### src/rtl/imem_byte_arbiter_if.sv
// Bundles the request, memory and response signals of the instruction-memory arbiter.
// Latency: none; this is wiring only.
// Backpressure: req_ready grants requests; rsp_ready stalls the response channel.
interface imem_byte_arbiter_if #(
    parameter int ADDR_W = 64
);
    logic [1:0]        req_valid;
    logic [ADDR_W-1:0] req_addr0;
    logic [ADDR_W-1:0] req_addr1;
    logic [1:0]        req_ready;
    logic              mem_en;
    logic [ADDR_W-1:0] mem_addr;
    logic [7:0]        mem_rdata;
    logic              rsp_valid;
    logic              rsp_ready;
    logic              rsp_id;
    logic [31:0]       rsp_data;
    logic              rsp_err;

    // The arbiter itself.
    modport slave (
        input  req_valid, req_addr0, req_addr1, mem_rdata, rsp_ready,
        output req_ready, mem_en, mem_addr, rsp_valid, rsp_id, rsp_data, rsp_err
    );

    // The requesters, response consumer and memory array.
    modport master (
        output req_valid, req_addr0, req_addr1, mem_rdata, rsp_ready,
        input  req_ready, mem_en, mem_addr, rsp_valid, rsp_id, rsp_data, rsp_err
    );
endinterface

### src/rtl/imem_byte_arbiter.sv
// Round-robin arbiter: two requesters share a byte-wide memory; four byte reads form a 32-bit big-endian word.
// Latency: accept in T, response valid in T+6 (T+1 for address errors); accept-to-accept spacing is at least 7 cycles.
// Backpressure: response is held stable until rsp_ready; no request is granted until then. Macro IMEM_ARB_ALIGN_CHECK_EN rejects unaligned addresses.
module imem_byte_arbiter #(
    parameter int ADDR_W   = 64,
    parameter int MEM_SIZE = 4095
) (
    input  logic                clk,
    input  logic                reset,
    imem_byte_arbiter_if.slave  bus
);
    typedef enum logic [1:0] {IDLE, READ, DRAIN, RESP} state_t;

    // Highest base address whose four bytes all lie inside the memory.
    localparam logic [ADDR_W-1:0] LAST_OK = ADDR_W'(MEM_SIZE - 4);

    state_t            state;
    state_t            state_nxt;
    logic [1:0]        cnt;
    logic [ADDR_W-1:0] base_addr;
    logic              rr_ptr;
    logic              rd_pend;
    logic [31:0]       word;
    logic              rsp_id_q;
    logic              rsp_err_q;

    logic              acc_id;
    logic [ADDR_W-1:0] acc_addr;
    logic [ADDR_W:0]   acc_end;
    logic              acc_err;
    logic              accept;

    // Pick the requester that would win now and classify its address.
    always_comb begin
        acc_id = 1'b0;
        if (bus.req_valid == 2'b11) begin
            acc_id = rr_ptr;
        end else begin
            acc_id = bus.req_valid[1];
        end
        acc_addr = acc_id ? bus.req_addr1 : bus.req_addr0;
        // Extra carry bit catches base addresses whose last byte wraps past ADDR_W.
        acc_end  = {1'b0, acc_addr} + (ADDR_W + 1)'(3);
`ifdef IMEM_ARB_ALIGN_CHECK_EN
        acc_err  = (acc_addr > LAST_OK) || acc_end[ADDR_W] || (acc_addr[1:0] != 2'b00);
`else
        acc_err  = (acc_addr > LAST_OK) || acc_end[ADDR_W];
`endif
    end

    // State register.
    always_ff @(posedge clk) begin
        if (reset) begin
            state <= IDLE;
        end else begin
            state <= state_nxt;
        end
    end

    // Next-state logic and the state-decoded outputs.
    always_comb begin
        state_nxt     = state;
        accept        = 1'b0;
        bus.req_ready = 2'b00;
        bus.mem_en    = 1'b0;
        bus.mem_addr  = '0;
        bus.rsp_valid = 1'b0;
        case (state)
            IDLE: begin
                // Reset masks the grant so nothing is accepted in a reset cycle.
                if (!reset && (bus.req_valid != 2'b00)) begin
                    accept        = 1'b1;
                    bus.req_ready = acc_id ? 2'b10 : 2'b01;
                    state_nxt     = acc_err ? RESP : READ;
                end
            end
            READ: begin
                bus.mem_en   = 1'b1;
                bus.mem_addr = base_addr + {{(ADDR_W-2){1'b0}}, cnt};
                if (cnt == 2'd3) begin
                    state_nxt = DRAIN;
                end
            end
            DRAIN: begin
                state_nxt = RESP;
            end
            RESP: begin
                bus.rsp_valid = 1'b1;
                if (bus.rsp_ready) begin
                    state_nxt = IDLE;
                end
            end
            default: begin
                state_nxt = IDLE;
            end
        endcase
    end

    // Request capture, byte counter, round-robin pointer and word assembly.
    always_ff @(posedge clk) begin
        if (reset) begin
            cnt       <= 2'd0;
            base_addr <= '0;
            rr_ptr    <= 1'b0;
            rd_pend   <= 1'b0;
            word      <= 32'd0;
            rsp_id_q  <= 1'b0;
            rsp_err_q <= 1'b0;
        end else begin
            // Memory returns data one cycle after the strobe.
            rd_pend <= bus.mem_en;
            if (rd_pend) begin
                word <= {word[23:0], bus.mem_rdata};
            end
            if (bus.mem_en) begin
                cnt <= cnt + 2'd1;
            end
            if (accept) begin
                base_addr <= acc_addr;
                rsp_id_q  <= acc_id;
                rsp_err_q <= acc_err;
                word      <= 32'd0;
                cnt       <= 2'd0;
                rr_ptr    <= ~acc_id;
            end
        end
    end

    assign bus.rsp_id   = rsp_id_q;
    assign bus.rsp_err  = rsp_err_q;
    assign bus.rsp_data = word;
endmodule

### src/flat_wrapper.sv
// flat-port wrapper written by rule: the top's interface ports become plain ports
module imem_byte_arbiter_flat 
#(
    parameter int ADDR_W   = 64,
    parameter int MEM_SIZE = 4095
)
  (clk, reset, bus_req_valid, bus_req_addr0, bus_req_addr1, bus_mem_rdata, bus_rsp_ready, bus_req_ready, bus_mem_en, bus_mem_addr, bus_rsp_valid, bus_rsp_id, bus_rsp_data, bus_rsp_err);
  imem_byte_arbiter_if #(.ADDR_W(ADDR_W)) bus_i ();
  input  logic clk;
  input  logic reset;
  input wire logic [$bits(bus_i.req_valid)-1:0] bus_req_valid;
  input wire logic [$bits(bus_i.req_addr0)-1:0] bus_req_addr0;
  input wire logic [$bits(bus_i.req_addr1)-1:0] bus_req_addr1;
  input wire logic [$bits(bus_i.mem_rdata)-1:0] bus_mem_rdata;
  input wire logic [$bits(bus_i.rsp_ready)-1:0] bus_rsp_ready;
  output wire logic [$bits(bus_i.req_ready)-1:0] bus_req_ready;
  output wire logic [$bits(bus_i.mem_en)-1:0] bus_mem_en;
  output wire logic [$bits(bus_i.mem_addr)-1:0] bus_mem_addr;
  output wire logic [$bits(bus_i.rsp_valid)-1:0] bus_rsp_valid;
  output wire logic [$bits(bus_i.rsp_id)-1:0] bus_rsp_id;
  output wire logic [$bits(bus_i.rsp_data)-1:0] bus_rsp_data;
  output wire logic [$bits(bus_i.rsp_err)-1:0] bus_rsp_err;
  assign bus_i.req_valid = bus_req_valid;
  assign bus_i.req_addr0 = bus_req_addr0;
  assign bus_i.req_addr1 = bus_req_addr1;
  assign bus_i.mem_rdata = bus_mem_rdata;
  assign bus_i.rsp_ready = bus_rsp_ready;
  assign bus_req_ready = bus_i.req_ready;
  assign bus_mem_en = bus_i.mem_en;
  assign bus_mem_addr = bus_i.mem_addr;
  assign bus_rsp_valid = bus_i.rsp_valid;
  assign bus_rsp_id = bus_i.rsp_id;
  assign bus_rsp_data = bus_i.rsp_data;
  assign bus_rsp_err = bus_i.rsp_err;
  imem_byte_arbiter #(.ADDR_W(ADDR_W), .MEM_SIZE(MEM_SIZE)) u_core (.clk(clk), .reset(reset), .bus(bus_i));
endmodule
### config.mk
export PLATFORM = sky130hd
export DESIGN_NAME = imem_byte_arbiter_flat
export DESIGN_NICKNAME = d
export VERILOG_FILES = /design/src/rtl/imem_byte_arbiter_if.sv /design/src/rtl/imem_byte_arbiter.sv /design/src/flat_wrapper.sv
export SDC_FILE = /design/constraint.sdc
export NUM_CORES = 1
export LEC_CHECK = 0
export CORE_MARGIN = 4
export CORE_UTILIZATION = 35
export CTS_BUF_LIST = sky130_fd_sc_hd__clkbuf_4
export DETAILED_ROUTE_END_ITERATION = 10
export PLACE_DENSITY = 0.72
export SLEW_MARGIN = 15
export SYNTH_ARGS = -nofsm -noshare
export SYNTH_HDL_FRONTEND = slang
export SYNTH_SLANG_ARGS = --single-unit
### constraint.sdc
create_clock -name clk -period 6.4 [get_ports clk]
set_clock_uncertainty 0.15 [all_clocks]
set_input_delay 1.92 -clock clk [delete_from_list [all_inputs] [get_ports clk]]
set_output_delay 1.92 -clock clk [all_outputs]
set_load 0.01 [all_outputs]
---- After elaboration in Yosys (flattened, before gate mapping) ----
Index checks and enable logic that the tools add are counted.
word-level totals
  input bits .............................. 141
  bits in writable memories ............... 0
  register bits ........................... 104
  logic and storage cells ................. 43
  memory bits (read-only) ................. 0
  output and inout port bits .............. 102
  memories ................................ 0
  latch bits .............................. 0
cells by class
  reductions and logical operators ........ 7
  order comparisons ....................... 1
  bitwise gates (word level) .............. 1
  multiplexer cells ....................... 15
  shift operators ......................... 0
  add/subtract/negate cells ............... 3
  div/mod/pow operators ................... 0
  multipliers ............................. 0
  equality and inequality tests ........... 8
operator list
  kind                   number
  $mux 64                2
  $add 64x2->65 const B  1
  $add 64x2->64          1
  $gt 64x12->1 const B   1
  $mux 2                 7
  $eq 2x2->1 const B     4
  $pmux 2 s4             1
  $mux 1                 5
  $ne 2x1->1 const B     2
  $reduce_and 3->1       1
  $add 2x1->2 const B    1
  $eq 2x1->1 const B     1
  $logic_not 2->1        1
  $ne 2x2->1 const B     1
  $reduce_bool 2->1      1
  $reduce_or 2->1        1
  $logic_and 1x1->1      1
  $logic_not 1->1        1
  $logic_or 1x1->1       1
  $not 1->1              1

---- Depth between registers and ports, before layout ----
  depth after elaboration ................. 8
  mapped depth ............................ 8
  gate-level depth less buffers ........... 7

---- Least setup slack after synthesis ----
No wires, ideal clock.
  path kind ............................... input-to-output
  start point ............................. input port bus_req_valid[0]
  end point ............................... output port bus_req_ready[0]
  data arrival time ....................... 3034 ps
  data required time ...................... 4330 ps
  cell stages on the path ................. 5
  path buffers ............................ 2
  slack ................................... 1296 ps
  cells stage by stage .................... nor2b_1 > nor2b_1 > buf_1 > buf_2 > nor2_1
between the ends
  cells in the longest elaborated chain, start to end .. 5
  elaborated cells on any way between the ends .. 7
  classes of those cells .................. 1 x eq/ne; 4 x mux; 2 x reduce/logical
RTL lines
  what             RTL line                 RTL
  start, declared  flat_wrapper.sv:11       input wire logic [$bits(bus_i.req_valid)-1:0] bus_req_valid;
  $eq 2x2->1       imem_byte_arbiter.sv:36  if (bus.req_valid == 2'b11) begin
  $mux 1           imem_byte_arbiter.sv:36
  $mux 2           imem_byte_arbiter.sv:73  bus.req_ready = acc_id ? 2'b10 : 2'b01;
  $mux 2 *         imem_byte_arbiter.sv:71  if (!reset && (bus.req_valid != 2'b00)) begin
  $mux 2 *         imem_byte_arbiter.sv:68  case (state)
  end, declared    flat_wrapper.sv:16       output wire logic [$bits(bus_i.req_ready)-1:0] bus_req_ready;
Mark *: on every way between the ends. The rest lies on a longest branch, timed or not.

---- Worst setup path in the final report ----
  start point ............................. register u_core.cnt[1]
  end point ............................... output port bus_mem_addr[59]
between the ends
  cells in the longest elaborated chain, start to end .. 2
RTL lines
  what                    RTL line                  RTL
  start, declared         imem_byte_arbiter.sv:19   logic [1:0] cnt;
  start signal, assigned  imem_byte_arbiter.sv:116  cnt <= cnt + 2'd1;
  $add 64x2->64           imem_byte_arbiter.sv:79   bus.mem_addr = base_addr + {{(ADDR_W-2){1'b0}}, cnt};
  $mux 64                 imem_byte_arbiter.sv:68
  end, declared           flat_wrapper.sv:18        output wire logic [$bits(bus_i.mem_addr)-1:0] bus_mem_addr;
No other way between the ends.

==> key figures <==
Setup path
  – Crit path max fanout: 29
  – Crit. End Element: output pin
  – Slowest-stage cell, CP: or4_1
  – CP delay by family, top: simple AND/OR/NAND/NOR gates
  – Critical path class: register to output pin
  – Crit-path cells: ha_1, a21o_1, and3_1, buf_4, nand3_1, or4_1, a21oi_1, clkdlybuf4s50_1
  – Crit path launch type: register
  – CP arrival: 3.83 ns
  – Reg2Reg Launch Point: u_core.state[1]
  – Worst Path Required: 4.33 ns
  – Worst setup path start: u_core.cnt[1]
  – Number of buffers and inverters on the critical path: 2
  – Worst path max stage delay: 0.73 ns

Timing
  – Hold Fails Final Rpt: 0
  – Minimum hold slack: 0.3402 ns
  – Tmin final: 5.904 ns
  – Fin crit share: 0.9226
  – Rel. slew slack: 0.2493
  – RSZ-0062 raised after global routing: false
  – Final Slew Violations: 0
  – Fmax: 169.4 MHz
  – Final setup violation count: 0
  – Least-Margin Pin Slew: 1.126 ns
  – Final TNS setup: 0 ns

Floorplan
  – Core area: 0.01748 mm^2
  – Die H: 142.0 um
  – Initial core utilization: 0.3597
  – Die X: 142.0 um
  – Number of I/O pins: 243
  – Total die area: 0.02017 mm^2
  – Row count: 48

Synthesis
  – FF+latch count, synth: 104
  – Syn_nets: 925
  – Seq/Total Area, Yosys: 0.3312
  – Synth top area share: 0.3312
  – Cell taking the most area after synthesis: dfxtp_1
  – EDFF count, synth: 0
  – Top-count cell post-synth: dfxtp_1
  – Synth top cells by count: 104 x dfxtp_1, 98 x mux2i_1, 85 x nand3_1
  – Post-synth ARST share: 0
  – Post-synthesis instance total: 776
  – Ys Warns: 0
  – Syn_area_per_cell: 8.101 um^2
  – Synth cell types: 42
  – Top cells by area, synth: dfxtp_1 33%, mux2i_1 16%, nand3_1 6.8%
  – Top FF cell, synth: dfxtp_1
  – Cell Area, Synth: 0.006286 mm^2

Clocking
  – Deepest clock path buffer count: 2
  – Worst-path clk slew: 0.16 ns
  – CTS sink cnt: 104
  – CTS tree: done
  – Postcts setup bufs: 0
  – Cts hold-fix bufs: 0
  – Clk root buf: clkbuf_4
  – Num CTS Buffers: 9
  – Clock H-tree levels: 3
  – Post-CTS Resized: 0
  – Clock latency on the worst-skew pair: 0.47 ns

Routing
  – Vias: 6786
  – Post-route ant nets: 0
  – DR pass1 iterations: 5
  – Vias per inst: 5.585
  – Remaining DRCs: 0
  – Routed wire per std cell: 18.69 um
  – Starting DRC count in detailed routing: 521
  – Total wire length: 22710 um

Placement
  – Inst Count DP: 1198
  – GP Congestion: 0.9295
  – Hpwl dp: 17750 um
  – I/O Buffers: 242

Global route
  – Initial antenna violation count: 1
  – GR peak layer: met2
  – GR Layer Usage met3: 0.04133
  – GRT overflow: 0
  – Largest net degree at the start of global routing: 133
  – First-pass GRT wire length: 35140 um
  – Vias in the first global route: 6350
  – Routing usage on met2: 0.3565
  – Met1 GRT Util: 0.3009
  – Total track usage: 0.2200

Power and ir drop
  – Power Density: 240.3 mW/mm^2
  – Maximum vdd ir drop: 170.1 uV
  – Leakage: 3.102 nW

Layout
  – Fraction of layout cells with a size suffix above 1: 0.03640
  – Synth-to-layout area growth: 43.15%
  – Fillers: 1688
  – Non-Filler Instances: 1215
  – Final Util: 0.5149
  – Fin nets: 1133

Min path
  – Hold path start: u_core.base_addr[26]
  – Min-Delay Path Class: register to register

Run
  – Max Cap Viol: 0

Run status
  – Status: completed
kinds of logic after synthesis:
logic type               count (synthesis)  share of synthesized area
AND/OR/NAND/NOR                        327                     0.2836
AO/OA/AOI/OAI                          142                     0.1286
flip-flops                             104                     0.3312
multiplexers                            98                     0.1561
buffers and inverters                   67                    0.04160
XOR/XNOR                                30                    0.04180
adder cells (fa/ha/maj)                  8                    0.01712
sequential cells by signal, summed over array words and instances (netlist names):
name                 count
u_core.bus.rsp_id        1
u_core.bus.rsp_data     32
u_core.base_addr        64
u_core.bus.rsp_err       1
u_core.rd_pend           1
u_core.state             2
u_core.cnt               2
u_core.rr_ptr            1
cell type report:
| type | instances | area [um^2] | share of cell area |
|---|---|---|---|
| timing repair buffer | 250 | 2486 | 0.2763 |
| antenna | 1 | 2.502 | 0.0002781 |
| clock inverter | 6 | 67.56 | 0.007508 |
| inverter | 14 | 52.55 | 0.005840 |
| clock buffer | 10 | 75.07 | 0.008343 |
| multi-input combinational | 605 | 3950 | 0.4390 |
| tap | 225 | 281.5 | 0.03128 |
| sequential | 104 | 2083 | 0.2315 |
final timing paths:
check	endpoint	slack, ns	cells after the start
max	bus_mem_addr[59]	0.50	8
min	u_core.base_addr[26]	0.34	2
min reg2reg	u_core.base_addr[26]	0.34	2
max reg2reg	u_core.state[1]	3.62	7
worst reg2reg max path, delay by kind of cell (launching register included):
kind	cells	cell delay (ns)
buf+inv	2	0.91
flops	1	0.39
compound gates	3	0.88
fa+ha+maj	1	0.29
simple gates	1	0.07
cells in the final DEF (no fill, tap or decap), drive strengths merged, types with 15 or more instances in the layout:
cell type,instances
clkdlybuf4s50,242
dfxtp,104
mux2i,98
nand3,85
nor2,77
o21ai,73
a21oi,35
nand2,33
nand4,30
or4,24
xor2,23
nor4,23
o31ai,21
inv,15
stage by stage:
stage	total power, W	setup slack (ns)	cell area, um^2
4_1_cts	0.002169	0.4718	8990
3_5_place_dp	0.001814	0.7120	8847
6_report	0.002162	0.4956	8999
5_1_grt	0.002306	0.1544	8999
2_1_floorplan	0.001415	1.296	6286
3_3_place_gp	0.001801	0.7508	8847
where the power goes:
part	total (W)	switching, W	internal, W
logic	0.000824	0.000430	0.000394
registers	0.000983	0.000201	0.000782
clock network	0.000355	0.000230	0.000125
total	0.00216	0.000861	0.00130
metal layers:
| layer | wire (um) | up-vias |
|---|---|---|
| li1 | - | 3312 |
| met1 | 9848 | 3170 |
| met2 | 10770 | 271 |
| met3 | 1577 | 33 |
| met4 | 518 | 0 |
| met5 | 0 | - |
Power figures use the tool's default switching activity.
